### src/rtl/fsm_defs.sv
// Shared definitions for the serial feeder and the detector FSMs it drives.
// Holds the common state encoding and the found/not-found output levels.
package fsm_defs;

  // Any encoding outside these three recovers to StIdle.
  typedef enum logic [1:0] {
    StIdle  = 2'b00,
    StShift = 2'b01,
    StDone  = 2'b10
  } state_e;

  localparam logic Found    = 1'b1;
  localparam logic NotFound = 1'b0;

endpackage

### src/rtl/bit_counter.sv
// Bit position counter for the serializer.
// Ports:
//   clk   - system clock, all updates on posedge
//   reset - synchronous active-low reset, clears the count
//   clr   - synchronous clear (wins over en)
//   en    - increment enable
//   cnt   - current count, $clog2(WIDTH) bits wide
module bit_counter #(
  parameter int unsigned WIDTH = 8,
  localparam int unsigned CntW = $clog2(WIDTH)
) (
  input  logic            clk,
  input  logic            reset,
  input  logic            clr,
  input  logic            en,
  output logic [CntW-1:0] cnt
);

  logic [CntW-1:0] cnt_q, cnt_d;

  always_comb begin
    cnt_d = cnt_q;
    if (clr) begin
      cnt_d = '0;
    end else if (en) begin
      cnt_d = cnt_q + CntW'(1);
    end
  end

  always_ff @(posedge clk) begin
    if (!reset) begin
      cnt_q <= '0;
    end else begin
      cnt_q <= cnt_d;
    end
  end

  assign cnt = cnt_q;

endmodule

### src/rtl/piso_feeder.sv
// Parallel-in serial-out feeder for the 1101 detector.
// Captures a WIDTH-bit word when idle and shifts it out one bit per enabled
// cycle, then pulses done for one cycle before becoming ready again.
// Ports:
//   clk       - system clock, all updates on posedge
//   reset     - synchronous active-low reset
//   data_in   - parallel word to serialize
//   load      - capture request, honoured only while ready
//   en        - shift-advance enable; low stalls the stream
//   ready     - high when a load will be accepted
//   x         - serial bit
//   bit_valid - high while x carries a payload bit
//   done      - one-cycle pulse after the last bit of a word
module piso_feeder
  import fsm_defs::*;
#(
  parameter int unsigned WIDTH     = 8,
  parameter bit          MSB_FIRST = 1'b1
) (
  input  logic             clk,
  input  logic             reset,
  input  logic [WIDTH-1:0] data_in,
  input  logic             load,
  input  logic             en,
  output logic             ready,
  output logic             x,
  output logic             bit_valid,
  output logic             done
);

  localparam int unsigned CntW = $clog2(WIDTH);

  state_e           state_q, state_d;
  logic [WIDTH-1:0] shreg_q, shreg_d;
  logic [CntW-1:0]  cnt;
  logic             cnt_clr, cnt_en, last_bit;

  bit_counter #(
    .WIDTH(WIDTH)
  ) u_bit_counter (
    .clk  (clk),
    .reset(reset),
    .clr  (cnt_clr),
    .en   (cnt_en),
    .cnt  (cnt)
  );

  assign last_bit = (cnt == CntW'(WIDTH - 1));

  always_comb begin
    state_d = state_q;
    shreg_d = shreg_q;
    cnt_clr = 1'b0;
    cnt_en  = 1'b0;
    unique case (state_q)
      StIdle: begin
        if (load) begin
          shreg_d = data_in;
          cnt_clr = 1'b1;
          state_d = StShift;
        end
      end
      StShift: begin
        if (en) begin
          shreg_d = MSB_FIRST ? (shreg_q << 1) : (shreg_q >> 1);
          // The counter stops at WIDTH-1 so it never wraps inside a word.
          if (last_bit) begin
            state_d = StDone;
          end else begin
            cnt_en = 1'b1;
          end
        end
      end
      StDone:  state_d = StIdle;
      default: state_d = StIdle;
    endcase
  end

  always_ff @(posedge clk) begin
    if (!reset) begin
      state_q <= StIdle;
      shreg_q <= '0;
    end else begin
      state_q <= state_d;
      shreg_q <= shreg_d;
    end
  end

  // Moore outputs: decoded from state and shift register only.
  always_comb begin
    ready     = 1'b0;
    x         = 1'b0;
    bit_valid = 1'b0;
    done      = NotFound;
    unique case (state_q)
      StIdle:  ready = 1'b1;
      StShift: begin
        bit_valid = 1'b1;
        x         = MSB_FIRST ? shreg_q[WIDTH-1] : shreg_q[0];
      end
      StDone:  done = Found;
      default: ready = 1'b0;
    endcase
  end

endmodule

### config.mk
export PLATFORM = sky130hd
export DESIGN_NAME = piso_feeder
export DESIGN_NICKNAME = d
export VERILOG_FILES = /design/src/rtl/fsm_defs.sv /design/src/rtl/bit_counter.sv /design/src/rtl/piso_feeder.sv
export SDC_FILE = /design/constraint.sdc
export NUM_CORES = 1
export LEC_CHECK = 0
export ABC_AREA = 0
export BUFFER_PORTS_ARGS = -buffer_cell sky130_fd_sc_hd__buf_2
export CAP_MARGIN = 20
export CORE_AREA = 2 2 39 41
export DETAILED_ROUTE_END_ITERATION = 6
export DIE_AREA = 0 0 41 43
export PLACE_DENSITY = 0.81
export SLEW_MARGIN = 20
export SYNTH_ARGS = -nofsm -noshare
export SYNTH_HDL_FRONTEND = slang
export SYNTH_SLANG_ARGS = --single-unit
### constraint.sdc
create_clock -name clk -period 1.85 [get_ports clk]
set_clock_uncertainty 0.15 [all_clocks]
set_input_delay 0.2775 -clock clk [delete_from_list [all_inputs] [get_ports clk]]
set_output_delay 0.2775 -clock clk [all_outputs]
set_load 0.02 [all_outputs]
==> report_table.html, run 1 <==
<table>
<tr><th>Metric</th><th>Value</th></tr>
<tr><th colspan="2">Routing</th></tr>
<tr><td>Post-route DRC</td><td>0</td></tr>
<tr><td>Final WL</td><td>1170 um</td></tr>
<tr><td>Post-route ant nets</td><td>0</td></tr>
<tr><td>Via total after detailed routing</td><td>between 500 and 600</td></tr>
<tr><td>Average via count per standard cell</td><td>about 5.7</td></tr>
<tr><td>Wirelength per Cell</td><td>12.8 um</td></tr>
<tr><td>Initial DRC count</td><td>4</td></tr>
<tr><td>Number of iterations in the first detailed-routing pass</td><td>4</td></tr>
<tr><th colspan="2">Synth</th></tr>
<tr><td>Arithmetic-cell share of the synthesized area counting full adders, half adders and majority gates</td><td>4.09%</td></tr>
<tr><td>Share of the synthesized area in compound gates (AO/OA/AOI/OAI)</td><td>28.2%</td></tr>
<tr><td>Library cell occupying the most area in the post-synthesis netlist</td><td>dfxtp_1</td></tr>
<tr><td>Number of flip-flops and latches in the synthesized netlist</td><td>13</td></tr>
<tr><td>Xor and xnor area share after synthesis</td><td>1.43%</td></tr>
<tr><td>Post-synthesis mux area share</td><td>~3.3%</td></tr>
<tr><td>Yosys top cell area share</td><td>42.5%</td></tr>
<tr><td>Synthesized-area fraction occupied by and/or/nand/nor cells</td><td>17.4%</td></tr>
<tr><td>Per-instance average area after synthesis</td><td>10.4 sq um</td></tr>
<tr><td>Largest family of logic cells by synthesized area</td><td>compound AO/OA/AOI/OAI gates</td></tr>
<tr><td>Synth area leaders</td><td>dfxtp_1, o221a_1, o31a_1</td></tr>
<tr><td>Post-synth design cell area</td><td>612 sq um</td></tr>
<tr><td>Yosys warning total</td><td>0</td></tr>
<tr><td>Distinct cell type count after synthesis</td><td>23</td></tr>
<tr><td>Share of the yosys chip area belonging to registers</td><td>42.5%</td></tr>
<tr><td>Number of instances in the synthesized netlist</td><td>between 50 and 60</td></tr>
<tr><td>Synthesized Nets</td><td>73</td></tr>
<tr><th colspan="2">Global routing</th></tr>
<tr><td>Wire length of the first global-routing pass</td><td>2010 um</td></tr>
<tr><td>Pin count of the biggest net entering global routing</td><td>12</td></tr>
<tr><td>Global Route Usage Sum</td><td>17.4%</td></tr>
<tr><td>Overflow left after global routing</td><td>0</td></tr>
<tr><td>Initial antenna violation count</td><td>0</td></tr>
<tr><td>Number of global-route vias before repair</td><td>480</td></tr>
<tr><th colspan="2">Floorplanning</th></tr>
<tr><td>Die outline height</td><td>43 um</td></tr>
<tr><td>Core ar.</td><td>1380 sq um</td></tr>
<tr><td>Chip Width</td><td>41 um</td></tr>
<tr><td>Top Ports</td><td>16</td></tr>
<tr><td>Std-Cell Rows</td><td>14</td></tr>
<tr><td>Starting density of the core</td><td>44.2%</td></tr>
<tr><td>Die area</td><td>around 1800 sq um</td></tr>
<tr><th colspan="2">Critical path</th></tr>
<tr><td>Reg2Reg Setup Slack</td><td>0.26 ns</td></tr>
<tr><td>Arrival time reported for the critical path endpoint</td><td>1.27 ns</td></tr>
<tr><td>Crit Reg-Reg Startpoint</td><td>u_bit_counter.cnt[0]</td></tr>
<tr><td>CP endpoint kind</td><td>primary output</td></tr>
<tr><td>CP Class</td><td>reg -&gt; out</td></tr>
<tr><td>Timing startpoint of the critical path</td><td>state_q[0]</td></tr>
<tr><td>Critical path startpoint category</td><td>flip-flop</td></tr>
<tr><td>Worst Path Required</td><td>1.42 ns</td></tr>
<tr><td>Critical path fanouts, max</td><td>11</td></tr>
<tr><th colspan="2">STA</th></tr>
<tr><td>Final setup margin</td><td>0.151 ns</td></tr>
<tr><td>Number of max-slew violations in the final report</td><td>0</td></tr>
<tr><td>Final setup violation count</td><td>0</td></tr>
<tr><td>Worst hold margin</td><td>0.114 ns</td></tr>
<tr><td>Shortest period the worst path allows</td><td>1.70 ns</td></tr>
<tr><td>Setup Total Neg Slack</td><td>0 ns</td></tr>
<tr><td>Setup repair after global routing missed its margin</td><td>no</td></tr>
<tr><td>Slew headroom</td><td>between 70% and 80%</td></tr>
<tr><td>Period Utilization, post-route</td><td>around nine tenths</td></tr>
<tr><td>Highest clock frequency the design can meet</td><td>589 MHz</td></tr>
<tr><td>Fin. Hold Viols</td><td>0</td></tr>
<tr><td>Worst Tran Pin Value</td><td>around 0.32 ns</td></tr>
<tr><th colspan="2">Clock tree</th></tr>
<tr><td>Sinks on the clock net</td><td>13</td></tr>
<tr><td>Clock tree from TritonCTS</td><td>built</td></tr>
<tr><td>Total setup buffers inserted after CTS</td><td>0</td></tr>
<tr><td>Num CTS Buffers</td><td>3</td></tr>
<tr><td>Cts-stage hold buffer count</td><td>0</td></tr>
<tr><td>CTS root buf</td><td>clkbuf_4</td></tr>
<tr><td>Clock-pin slew on the worst setup and hold paths</td><td>~0.080 ns</td></tr>
<tr><td>Clock latency of the later-clocked register in the worst-skew pair</td><td>0.28 ns</td></tr>
<tr><td>Buffers from clock root to sink, at most</td><td>2</td></tr>
<tr><td>Htree depth</td><td>1</td></tr>
<tr><th colspan="2">Power and ir drop</th></tr>
<tr><td>Net switching power of the design</td><td>around 0.14 mW</td></tr>
<tr><td>Pint</td><td>0.422 mW</td></tr>
<tr><td>Power density normalized to cell area</td><td>782 nW/um^2</td></tr>
<tr><td>Leakage component of the power</td><td>0.297 nW</td></tr>
<tr><td>Peak ir drop on the vdd network</td><td>between 300 and 400 uV</td></tr>
<tr><td>Reg power frac</td><td>between 50% and 60%</td></tr>
<tr><td>Clock power frac</td><td>31.1%</td></tr>
<tr><td>Power share of the combinational group</td><td>approximately 14%</td></tr>
<tr><td>Share of total power consumed by net switching</td><td>25.3%</td></tr>
<tr><th colspan="2">Final layout</th></tr>
<tr><td>Number of nets in the layout</td><td>90</td></tr>
<tr><td>Antenna diodes</td><td>0</td></tr>
<tr><td>Proportion of layout cells with a drive suffix above 1</td><td>between 30% and 40%</td></tr>
<tr><td>Area grow syn2layout</td><td>18.2%</td></tr>
<tr><td>Final cell count without fillers</td><td>91</td></tr>
<tr><th colspan="2">Hold path</th></tr>
<tr><td>Classification of the worst-slack hold path</td><td>in -&gt; reg</td></tr>
<tr><td>Worst min-delay path startpoint</td><td>data_in[6]</td></tr>
<tr><th colspan="2">Place</th></tr>
<tr><td>Input/output buffers</td><td>15</td></tr>
<tr><td>Sum of net half-perimeters after detailed placement</td><td>830 um</td></tr>
<tr><td>Placed Cells</td><td>87</td></tr>
<tr><td>GP Congestion</td><td>about 0.70</td></tr>
<tr><td>Worst setup slack after placement</td><td>approximately 0.27 ns</td></tr>
<tr><th colspan="2">Run status</th></tr>
<tr><td>Status</td><td>complete, no violations</td></tr>
<tr><th colspan="2">Job</th></tr>
<tr><td>Number of max-cap violations</td><td>0</td></tr>
</table>
## worst paths after layout
check / cells past startpoint / to
setup / recovery: 3 / x
hold / removal: 2 / shreg_q[6]
setup reg to reg: 5 / u_bit_counter.cnt[1]
hold reg to reg: 2 / shreg_q[0]
## layout make-up
class,instances,area (sq um)
Timing Repair Buffer,16,82.6
Fill cell,139,661
Clock buffer,4,26.3
Multi-Input combinational cell,42,333
Tap cell,16,20.0
Sequential cell,13,262
## cells in the mapped netlist
master and number:
nor2b_1 3, and4bb_2 1, a21oi_2 1, dfxtp_1 13
clkbuf_1 1, mux2i_1 2, nor3b_1 2, nand2_1 2
or3b_1 1, nand2b_1 1, a21boi_0 1, nor2_1 4
a31oi_1 1, nand3_1 1, nand2_2 1, nor3_1 1
o221a_1 7, o31a_1 7, ha_1 2, xnor2_1 1
o21ai_0 2, and2_1 1, buf_2 3
## worst max-delay path, cell delays in order, from the launching register on
cell and delay, ns:
dfxtp_1 0.51, nor2b_1 0.20, and2_1 0.13, buf_2 0.15
## routing by layer
| layer | up-vias | wire [um] | global-route usage [%] |
|---|---|---|---|
| met4 | 0 | 22 | 10.0 |
| met2 | 12 | 543 | 24.7 |
| met1 | 238 | 530 | 19.8 |
| met3 | 4 | 71 | 9.42 |
| li1 | 261 | - | - |
| met5 | - | 0 | 0 |
## sequential cells by signal, indices dropped and copies added, names as in the netlist
signal and flops:
shreg_q 8, state_q 2, u_bit_counter.cnt 3
## logic make-up after synthesis
family,count (synthesis)
AO/OA/AOI/OAI,19
multiplexers,2
adder cells (fa/ha/maj),2
AND/OR/NAND/NOR,18
flip-flops,13
XOR/XNOR,1
buffers and inverters,4
## stage by stage
stage	cell area, sq um	util, %	power (mW)
after floorplan	612	-	0.370
after global placement	696	50.3	0.394
after detailed placement	696	50.3	0.396
after CTS	722	52.2	0.576
after global routing	723	52.3	0.599
final	723	52.3	0.565
## power groups by stage
stage	combinational, mW	clock, mW	sequential, mW
2_1_floorplan	0.0593	0	0.311
3_3_place_gp	0.0774	0	0.316
3_5_place_dp	0.0785	0	0.317
4_1_cts	0.0795	0.186	0.311
5_1_grt	0.0874	0.199	0.313
6_report	0.0788	0.176	0.311
## layout by cell type, fill, tap and decap left out, drive strengths merged
master  Yosys  layout
buf         3      16
dfxtp      13      13
o31a        7       7
o221a       7       7
nor2        4       4
clkbuf      1       4
nor2b       3       3
nand2       3       3
o21ai       2       2
nor3b       2       2
mux2i       2       2
ha          2       2
and2        1       1
a31oi       1       1
a21boi      1       1
nand3       1       1
or3b        1       1
nand2b      1       1
a21oi       1       1
and4bb      1       1
xnor2       1       1
nor3        1       1
## repair_timing
action | CTS | global route
resized for setup | 0 | 1
hold endpoints to repair | 0 | 0
setup endpoints to repair | 0 | 1
Power figures use the tool's default switching activity.
==> inputs of run 2 (changes only) <==
Settings changed: ABC_AREA 0 to 1, CORE_AREA 2 2 39 41 to unset, CORE_MARGIN set to 1, CORE_UTILIZATION set to 50, DIE_AREA 0 0 41 43 to unset, PLACE_DENSITY 0.81 to 0.85.
==> report_table.html, run 2 <==
<table>
<tr><th>Metric</th><th>Value</th></tr>
<tr><th colspan="2">Critical path</th></tr>
<tr><td>R2r worst-path depth</td><td>6 (+1)</td></tr>
<tr><td>CP endpoint kind</td><td>primary output</td></tr>
<tr><td>Sum of buffers and inverters on the critical path</td><td>1 (unchanged)</td></tr>
<tr><td>Reg2Reg Setup Slack</td><td>0.40 ns (+0.14 ns)</td></tr>
<tr><td>Critical path startpoint category</td><td>flip-flop</td></tr>
<tr><td>Crit Reg-Reg Startpoint</td><td>u_bit_counter.cnt[0]</td></tr>
<tr><td>Cell count along the critical path</td><td>3 (unchanged)</td></tr>
<tr><td>Capture point of the critical path</td><td>x</td></tr>
<tr><td>Arrival time reported for the critical path endpoint</td><td>1.30 ns (+0.03 ns)</td></tr>
<tr><td>CP Class</td><td>reg -&gt; out</td></tr>
<tr><td>Top Family by Delay on Critical Path</td><td>flip-flops</td></tr>
<tr><td>Critical path fanouts, max</td><td>9 (-2)</td></tr>
<tr><td>CP cell instances</td><td>nand2_2, nor2_1, buf_2</td></tr>
<tr><td>Worst Path Required</td><td>1.42 ns (about the same)</td></tr>
<tr><td>Highest cell delay on the worst timing path</td><td>0.55 ns (+0.04 ns)</td></tr>
<tr><td>Timing startpoint of the critical path</td><td>state_q[0]</td></tr>
<tr><td>Cell type of the slowest stage on the worst timing path</td><td>dfxtp_1</td></tr>
<tr><td>Endpoint of the worst register-to-register path</td><td>u_bit_counter.cnt[0]</td></tr>
<tr><th colspan="2">Final layout</th></tr>
<tr><td>Cell area after layout</td><td>806 sq um (+11%)</td></tr>
<tr><td>Antenna diodes</td><td>0 (unchanged)</td></tr>
<tr><td>Max FFs per register</td><td>8 (unchanged)</td></tr>
<tr><td>Area occupied by registers</td><td>260 sq um (-0.48%)</td></tr>
<tr><td>Util after Layout</td><td>61.9% (+9.7 points)</td></tr>
<tr><td>Area taken by multi-input logic gates</td><td>373 sq um (+12%)</td></tr>
<tr><td>Most frequent standard cell in the layout excluding fill and tap cells</td><td>nand2_1</td></tr>
<tr><td>Number of nets in the layout</td><td>138 (+53%)</td></tr>
<tr><td>Leading cell types in the layout, fill and taps excluded</td><td>nand2_1, nor2_1, nand3_1, buf_2, dfxtp_1</td></tr>
<tr><td>Proportion of layout cells with a drive suffix above 1</td><td>22.0% (-8.7 points)</td></tr>
<tr><td>Largest register by flop count</td><td>shreg_q</td></tr>
<tr><td>Filler instances</td><td>127 (-8.6%)</td></tr>
<tr><td>Final cell count without fillers</td><td>138 (+52%)</td></tr>
<tr><td>Area grow syn2layout</td><td>16.2%</td></tr>
<tr><th colspan="2">Synth</th></tr>
<tr><td>Library cell occupying the most area in the post-synthesis netlist</td><td>dfxtp_1</td></tr>
<tr><td>Number of flip-flops and latches in the synthesized netlist</td><td>13 (unchanged)</td></tr>
<tr><td>Distinct cell type count after synthesis</td><td>18 (-22%)</td></tr>
<tr><td>Synth Flop Type</td><td>dfxtp_1</td></tr>
<tr><td>Leading cell type by number of instances after synthesis</td><td>nand2_1</td></tr>
<tr><td>Post-synth design cell area</td><td>693 sq um (+13%)</td></tr>
<tr><td>Per-instance average area after synthesis</td><td>6.60 sq um (-36%)</td></tr>
<tr><td>Leading cell types by count after synthesis</td><td>nand2_1, nor2_1, nand3_1, dfxtp_1, inv_1</td></tr>
<tr><td>Yosys warning total</td><td>0 (unchanged)</td></tr>
<tr><td>Async set-reset flop share out of synthesis</td><td>0% (unchanged)</td></tr>
<tr><td>Synthesized Nets</td><td>119 (+63%)</td></tr>
<tr><td>Number of instances in the synthesized netlist</td><td>105 (+78%)</td></tr>
<tr><td>Number of enable flip-flop cells after synthesis</td><td>0 (unchanged)</td></tr>
<tr><td>Yosys top cell area share</td><td>37.5% (-5.0 points)</td></tr>
<tr><td>Share of the yosys chip area belonging to registers</td><td>37.5% (-5.0 points)</td></tr>
<tr><td>Synth area leaders</td><td>dfxtp_1, nand2_1, nand3_1</td></tr>
<tr><th colspan="2">Global routing</th></tr>
<tr><td>Wire length of the first global-routing pass</td><td>2040 um (+1.0%)</td></tr>
<tr><td>Number of global-route vias before repair</td><td>506 (+5.4%)</td></tr>
<tr><td>Global Route Usage Sum</td><td>20.1% (+2.7 points)</td></tr>
<tr><td>Initial antenna violation count</td><td>0 (unchanged)</td></tr>
<tr><td>Pin count of the biggest net entering global routing</td><td>12 (unchanged)</td></tr>
<tr><td>Overflow left after global routing</td><td>0 (unchanged)</td></tr>
<tr><th colspan="2">Floorplanning</th></tr>
<tr><td>Top Ports</td><td>16 (unchanged)</td></tr>
<tr><td>Starting density of the core</td><td>53.3% (+9.1 points)</td></tr>
<tr><td>Core ar.</td><td>1300 sq um (-6.0%)</td></tr>
<tr><td>Std-Cell Rows</td><td>13 (-1)</td></tr>
<tr><td>Chip Width</td><td>39.2 um (-4.3%)</td></tr>
<tr><td>Die outline height</td><td>39.2 um (-8.8%)</td></tr>
<tr><td>Die area</td><td>1540 sq um (-13%)</td></tr>
<tr><th colspan="2">Place</th></tr>
<tr><td>GP Congestion</td><td>0.829 (+18%)</td></tr>
<tr><td>Input/output buffers</td><td>15 (unchanged)</td></tr>
<tr><td>Sum of net half-perimeters after detailed placement</td><td>1030 um (+24%)</td></tr>
<tr><td>Dpl cell area</td><td>779 sq um (+12%)</td></tr>
<tr><td>Placed Cells</td><td>134 (+54%)</td></tr>
<tr><th colspan="2">Routing</th></tr>
<tr><td>Post-route DRC</td><td>0 (unchanged)</td></tr>
<tr><td>Wirelength per Cell</td><td>10.1 um (-21%)</td></tr>
<tr><td>Initial DRC count</td><td>32 (+28)</td></tr>
<tr><td>Final WL</td><td>1400 um (+20%)</td></tr>
<tr><td>Number of iterations in the first detailed-routing pass</td><td>4 (unchanged)</td></tr>
<tr><td>Via total after detailed routing</td><td>690 (+34%)</td></tr>
<tr><td>Average via count per standard cell</td><td>5.00 (-12%)</td></tr>
<tr><td>Post-route ant nets</td><td>0 (unchanged)</td></tr>
<tr><th colspan="2">Clock tree</th></tr>
<tr><td>Clock-pin slew on the worst setup and hold paths</td><td>0.08 ns (about the same)</td></tr>
<tr><td>Sinks on the clock net</td><td>13 (unchanged)</td></tr>
<tr><td>Clock latency of the later-clocked register in the worst-skew pair</td><td>0.28 ns (about the same)</td></tr>
<tr><td>Htree depth</td><td>1 (unchanged)</td></tr>
<tr><td>Buffers from clock root to sink, at most</td><td>2 (unchanged)</td></tr>
<tr><td>CTS root buf</td><td>clkbuf_4</td></tr>
<tr><td>Total setup buffers inserted after CTS</td><td>0 (unchanged)</td></tr>
<tr><td>Num CTS Buffers</td><td>3 (unchanged)</td></tr>
<tr><td>Cts-stage hold buffer count</td><td>0 (unchanged)</td></tr>
<tr><td>Resized Gates After CTS</td><td>0 (unchanged)</td></tr>
<tr><td>Clock tree from TritonCTS</td><td>built</td></tr>
<tr><th colspan="2">Job</th></tr>
<tr><td>Number of max-cap violations</td><td>0 (unchanged)</td></tr>
<tr><th colspan="2">STA</th></tr>
<tr><td>Period Utilization, post-route</td><td>93.5% (+1.6 points)</td></tr>
<tr><td>Final setup violation count</td><td>0 (unchanged)</td></tr>
<tr><td>Setup repair after global routing missed its margin</td><td>no</td></tr>
<tr><td>Slew headroom</td><td>74.4% (-4.2 points)</td></tr>
<tr><td>Worst Tran Pin Value</td><td>0.383 ns (+0.0625 ns)</td></tr>
<tr><td>Number of max-slew violations in the final report</td><td>0 (unchanged)</td></tr>
<tr><td>Shortest period the worst path allows</td><td>1.73 ns (+0.0299 ns)</td></tr>
<tr><td>Fin. Hold Viols</td><td>0 (unchanged)</td></tr>
<tr><td>Highest clock frequency the design can meet</td><td>578 MHz (-1.7%)</td></tr>
<tr><td>Setup Total Neg Slack</td><td>0 ns (unchanged)</td></tr>
<tr><th colspan="2">Power and ir drop</th></tr>
<tr><td>Leakage component of the power</td><td>0.416 nW (+40%)</td></tr>
<tr><td>Power consumption</td><td>0.611 mW (+8.1%)</td></tr>
<tr><td>Peak ir drop on the vdd network</td><td>603 uV (+62%)</td></tr>
<tr><td>Power density normalized to cell area</td><td>758 nW/um^2 (-3.0%)</td></tr>
<tr><th colspan="2">Run status</th></tr>
<tr><td>Status</td><td>complete, no violations</td></tr>
<tr><th colspan="2">Hold path</th></tr>
<tr><td>Classification of the worst-slack hold path</td><td>in -&gt; reg</td></tr>
</table>
[run 2: cells by family after synthesis]
family,after synthesis,synth area share (%)
buffers and inverters,14,8.66
DFF,13,37.5
AOI/OAI and AO/OA,5,3.61
and+or+nand+nor,71,46.6
adders and majority gates,2,3.61
[run 2: worst reg2reg max path, stage by stage, from the launching register on]
cell and delay [ns]:
dfxtp_1 0.32, ha_1 0.20, ha_1 0.19, nor2_1 0.23
nand2_1 0.13, nand2_1 0.08, a21oi_1 0.05
[run 2: cell type report]
cell class | instances | share of cell area [%]
multi-input cells | 78 | 46.3
flip-flops and latches | 13 | 32.3
repair buffers | 16 | 10.2
inverters | 12 | 5.59
clock buffers | 4 | 3.26
well taps | 15 | 2.33
[run 2: worst min path at each step]
stage,slack [ns],to,start,cells past startpoint
after floorplan,0.28,shreg_q[0],reset,2
after global routing,0.12,shreg_q[0],data_in[0],3
final,0.11,shreg_q[0],data_in[0],3
after detailed placement,0.31,u_bit_counter.cnt[1],u_bit_counter.cnt[1],2
after CTS,0.11,shreg_q[0],data_in[0],3
after global placement,0.31,u_bit_counter.cnt[2],u_bit_counter.cnt[2],2
[run 2: layer usage]
layer  global-route usage (%)  wire length, um  vias up
met5                        0                0        -
met4                     5.17               10        0
met3                     8.67               91        2
met2                     32.9              615       20
met1                     23.7              678      299
li1                         -                -      369
[run 2: through the flow]
stage	setup slack [ns]	hold slack, ns
after floorplan	0.467	0.276
after global placement	0.447	0.307
after detailed placement	0.408	0.313
after CTS	0.120	0.109
after global routing	0.0304	0.118
final	0.121	0.111
[run 2: power by group]
group	switching, mW	leakage [nW]	total (mW)	internal (mW)
clock	0.0882	0.0150	0.172	0.0836
sequential	0.0147	0.107	0.315	0.300
combinational	0.0763	0.294	0.124	0.0482
total	0.179	0.416	0.611	0.432
==> inputs of run 3 (changes only) <==
Settings changed: REMOVE_ABC_BUFFERS set to 1.
==> report_table.html, run 3 (synthesis gave the netlist of run 2 again) <==
<table>
<tr><th>Metric</th><th>Value</th></tr>
<tr><th colspan="2">Routing</th></tr>
<tr><td>Final WL</td><td>1540 um (+10%)</td></tr>
<tr><td>Number of iterations in the first detailed-routing pass</td><td>4 (unchanged)</td></tr>
<tr><td>Average via count per standard cell</td><td>5.17 (+3.3%)</td></tr>
<tr><td>Wire length on met3</td><td>69 um (-24%)</td></tr>
<tr><td>Post-route DRC</td><td>0 (unchanged)</td></tr>
<tr><td>Routed length on met2</td><td>701 um (+14%)</td></tr>
<tr><td>M1 WL</td><td>731 um (+7.8%)</td></tr>
<tr><td>Post-route ant nets</td><td>0 (unchanged)</td></tr>
<tr><td>Via total after detailed routing</td><td>713 (+3.3%)</td></tr>
<tr><td>Top layer used by detailed routing</td><td>met4</td></tr>
<tr><td>Initial DRC count</td><td>13 (-59%)</td></tr>
<tr><td>Wirelength per Cell</td><td>11.1 um (+10%)</td></tr>
<tr><th colspan="2">Critical path</th></tr>
<tr><td>Arrival time reported for the critical path endpoint</td><td>1.26 ns (-0.04 ns)</td></tr>
<tr><td>CP endpoint kind</td><td>primary output</td></tr>
<tr><td>CP Class</td><td>reg -&gt; out</td></tr>
<tr><td>Capture point of the critical path</td><td>x</td></tr>
<tr><td>Worst Path Required</td><td>1.42 ns (about the same)</td></tr>
<tr><td>Reg2Reg Setup Slack</td><td>0.39 ns (about the same)</td></tr>
<tr><td>Critical path startpoint category</td><td>flip-flop</td></tr>
<tr><td>Critical path fanouts, max</td><td>10 (+1)</td></tr>
<tr><td>R2r worst-path depth</td><td>6 (unchanged)</td></tr>
<tr><td>Endpoint of the worst register-to-register path</td><td>u_bit_counter.cnt[2]</td></tr>
<tr><td>Crit Reg-Reg Startpoint</td><td>u_bit_counter.cnt[0]</td></tr>
<tr><td>Timing startpoint of the critical path</td><td>state_q[1]</td></tr>
<tr><th colspan="2">Clock tree</th></tr>
<tr><td>Sinks on the clock net</td><td>13 (unchanged)</td></tr>
<tr><td>Num CTS Buffers</td><td>3 (unchanged)</td></tr>
<tr><td>Clock-pin slew on the worst setup and hold paths</td><td>0.08 ns (about the same)</td></tr>
<tr><td>CTS root buf</td><td>clkbuf_4</td></tr>
<tr><td>Clock latency of the later-clocked register in the worst-skew pair</td><td>0.28 ns (about the same)</td></tr>
<tr><td>Cts-stage hold buffer count</td><td>0 (unchanged)</td></tr>
<tr><td>Resized Gates After CTS</td><td>0 (unchanged)</td></tr>
<tr><td>Htree depth</td><td>1 (unchanged)</td></tr>
<tr><td>Buffers from clock root to sink, at most</td><td>2 (unchanged)</td></tr>
<tr><td>Total setup buffers inserted after CTS</td><td>0 (unchanged)</td></tr>
<tr><td>Clock tree from TritonCTS</td><td>built</td></tr>
<tr><th colspan="2">STA</th></tr>
<tr><td>Highest clock frequency the design can meet</td><td>593 MHz (+2.6%)</td></tr>
<tr><td>Setup repair after global routing missed its margin</td><td>no</td></tr>
<tr><td>Slew headroom</td><td>84.8% (+10 points)</td></tr>
<tr><td>Fin. Hold Viols</td><td>0 (unchanged)</td></tr>
<tr><td>Final setup violation count</td><td>0 (unchanged)</td></tr>
<tr><td>Final setup margin</td><td>0.165 ns (+0.0436 ns)</td></tr>
<tr><td>Shortest period the worst path allows</td><td>1.69 ns (-0.0436 ns)</td></tr>
<tr><td>Period Utilization, post-route</td><td>91.1% (-2.4 points)</td></tr>
<tr><td>Setup Total Neg Slack</td><td>0 ns (unchanged)</td></tr>
<tr><td>Number of max-slew violations in the final report</td><td>0 (unchanged)</td></tr>
<tr><td>Worst Tran Pin Value</td><td>0.228 ns (-0.156 ns)</td></tr>
<tr><th colspan="2">Floorplanning</th></tr>
<tr><td>Die outline height</td><td>39.2 um (unchanged)</td></tr>
<tr><td>Starting density of the core</td><td>53.3% (unchanged)</td></tr>
<tr><td>Chip Width</td><td>39.2 um (unchanged)</td></tr>
<tr><td>Die area</td><td>1540 sq um (unchanged)</td></tr>
<tr><td>Core ar.</td><td>1300 sq um (unchanged)</td></tr>
<tr><td>Std-Cell Rows</td><td>13 (unchanged)</td></tr>
<tr><td>Top Ports</td><td>16 (unchanged)</td></tr>
<tr><th colspan="2">Global routing</th></tr>
<tr><td>Global Route Usage Sum</td><td>23.3% (+3.2 points)</td></tr>
<tr><td>Overflow left after global routing</td><td>0 (unchanged)</td></tr>
<tr><td>Pin count of the biggest net entering global routing</td><td>12 (unchanged)</td></tr>
<tr><td>Wire length of the first global-routing pass</td><td>2350 um (+15%)</td></tr>
<tr><td>Initial antenna violation count</td><td>0 (unchanged)</td></tr>
<tr><td>Number of global-route vias before repair</td><td>555 (+9.7%)</td></tr>
<tr><th colspan="2">Power and ir drop</th></tr>
<tr><td>Pint</td><td>0.432 mW (about the same)</td></tr>
<tr><td>Peak ir drop on the vdd network</td><td>407 uV (-33%)</td></tr>
<tr><td>Net switching power of the design</td><td>0.193 mW (+7.7%)</td></tr>
<tr><td>Power share of the combinational group</td><td>20.5% (about the same)</td></tr>
<tr><td>Leakage component of the power</td><td>0.416 nW (unchanged)</td></tr>
<tr><td>Reg power frac</td><td>50.1% (-1.4 points)</td></tr>
<tr><td>Power density normalized to cell area</td><td>776 nW/um^2 (+2.3%)</td></tr>
<tr><td>Power consumption</td><td>0.625 mW (+2.3%)</td></tr>
<tr><td>Clock power frac</td><td>29.3% (+1.2 points)</td></tr>
<tr><td>Share of total power consumed by net switching</td><td>30.9% (+1.6 points)</td></tr>
<tr><th colspan="2">Hold path</th></tr>
<tr><td>Worst min-delay path startpoint</td><td>data_in[0]</td></tr>
<tr><td>Cells on Worst Hold Path</td><td>3 (unchanged)</td></tr>
<tr><td>Classification of the worst-slack hold path</td><td>in -&gt; reg</td></tr>
<tr><th colspan="2">Final layout</th></tr>
<tr><td>Antenna diodes</td><td>0 (unchanged)</td></tr>
<tr><td>Largest register by flop count</td><td>shreg_q</td></tr>
<tr><td>Number of nets in the layout</td><td>138 (unchanged)</td></tr>
<tr><td>Leading cell types in the layout, fill and taps excluded</td><td>nand2_1, nor2_1, nand3_1, buf_2, dfxtp_1</td></tr>
<tr><td>Most frequent standard cell in the layout excluding fill and tap cells</td><td>nand2_1</td></tr>
<tr><td>Max FFs per register</td><td>8 (unchanged)</td></tr>
<tr><td>Filler instances</td><td>135 (+6.3%)</td></tr>
<tr><td>Area grow syn2layout</td><td>16.2% (unchanged)</td></tr>
<tr><td>Proportion of layout cells with a drive suffix above 1</td><td>22.0% (unchanged)</td></tr>
<tr><th colspan="2">Job</th></tr>
<tr><td>Number of max-cap violations</td><td>0 (unchanged)</td></tr>
<tr><th colspan="2">Place</th></tr>
<tr><td>Sum of net half-perimeters after detailed placement</td><td>1090 um (+5.2%)</td></tr>
<tr><td>Input/output buffers</td><td>15 (unchanged)</td></tr>
<tr><td>Worst setup slack after placement</td><td>0.411 ns (+0.00307 ns)</td></tr>
<tr><td>GP Congestion</td><td>0.717 (-13%)</td></tr>
<tr><th colspan="2">Run status</th></tr>
<tr><td>Status</td><td>complete, no violations</td></tr>
</table>
[run 3: cell counts in the layout (fill, tap and decap cells not counted)]
No cell type changed its count.
[run 3: routing by layer]
layer | GRT usage, % | vias to the layer above
met2 | 36.7 | 18
met3 | 5.20 | 5
met5 | 0 | -
li1 | - | 371
met4 | 10.3 | 0
met1 | 29.8 | 319
[run 3: power by group through the flow]
stage	Sequential, mW	Clock [mW]	Combinational [mW]
finish	0.313	0.183	0.128
global route	0.316	0.197	0.146
CTS	0.313	0.183	0.129
detailed placement	0.319	0	0.127
global placement	0.318	0	0.123
floorplan	0.319	0	0.0851
[run 3: how the worst min path moves through the flow]
| stage | endpoint |
|---|---|
| after floorplan | shreg_q[1] |
| after global placement | u_bit_counter.cnt[2] |
| after detailed placement | shreg_q[0] |
| after CTS | shreg_q[0] |
| after global routing | shreg_q[0] |
| final | shreg_q[0] |
[run 3: critical path, stage by stage (launching register included)]
cell and delay [ns]:
dfxtp_1 0.36, inv_2 0.18, nand2_2 0.16, nor2_1 0.11, buf_2 0.16
[run 3: cell type report]
type	count	area [sq um]	area share [%]
Clock buffer	4	26.3	3.26
Inverter	12	45.0	5.59
Multi-Input combinational cell	78	373	46.3
Sequential cell	13	260	32.3
Tap cell	15	18.8	2.33
Timing Repair Buffer	16	82.6	10.2
[run 3: per-stage QoR]
stage / hold slack, ns / util (%) / cell area (sq um) / instances
after floorplan: 0.254 / - / 678 / 103
after global placement: 0.306 / 59.9 / 779 / 134
after detailed placement: 0.313 / 59.9 / 779 / 134
after CTS: 0.101 / 61.9 / 806 / 138
after global routing: 0.117 / 61.9 / 806 / 138
final: 0.0943 / 61.9 / 806 / 138
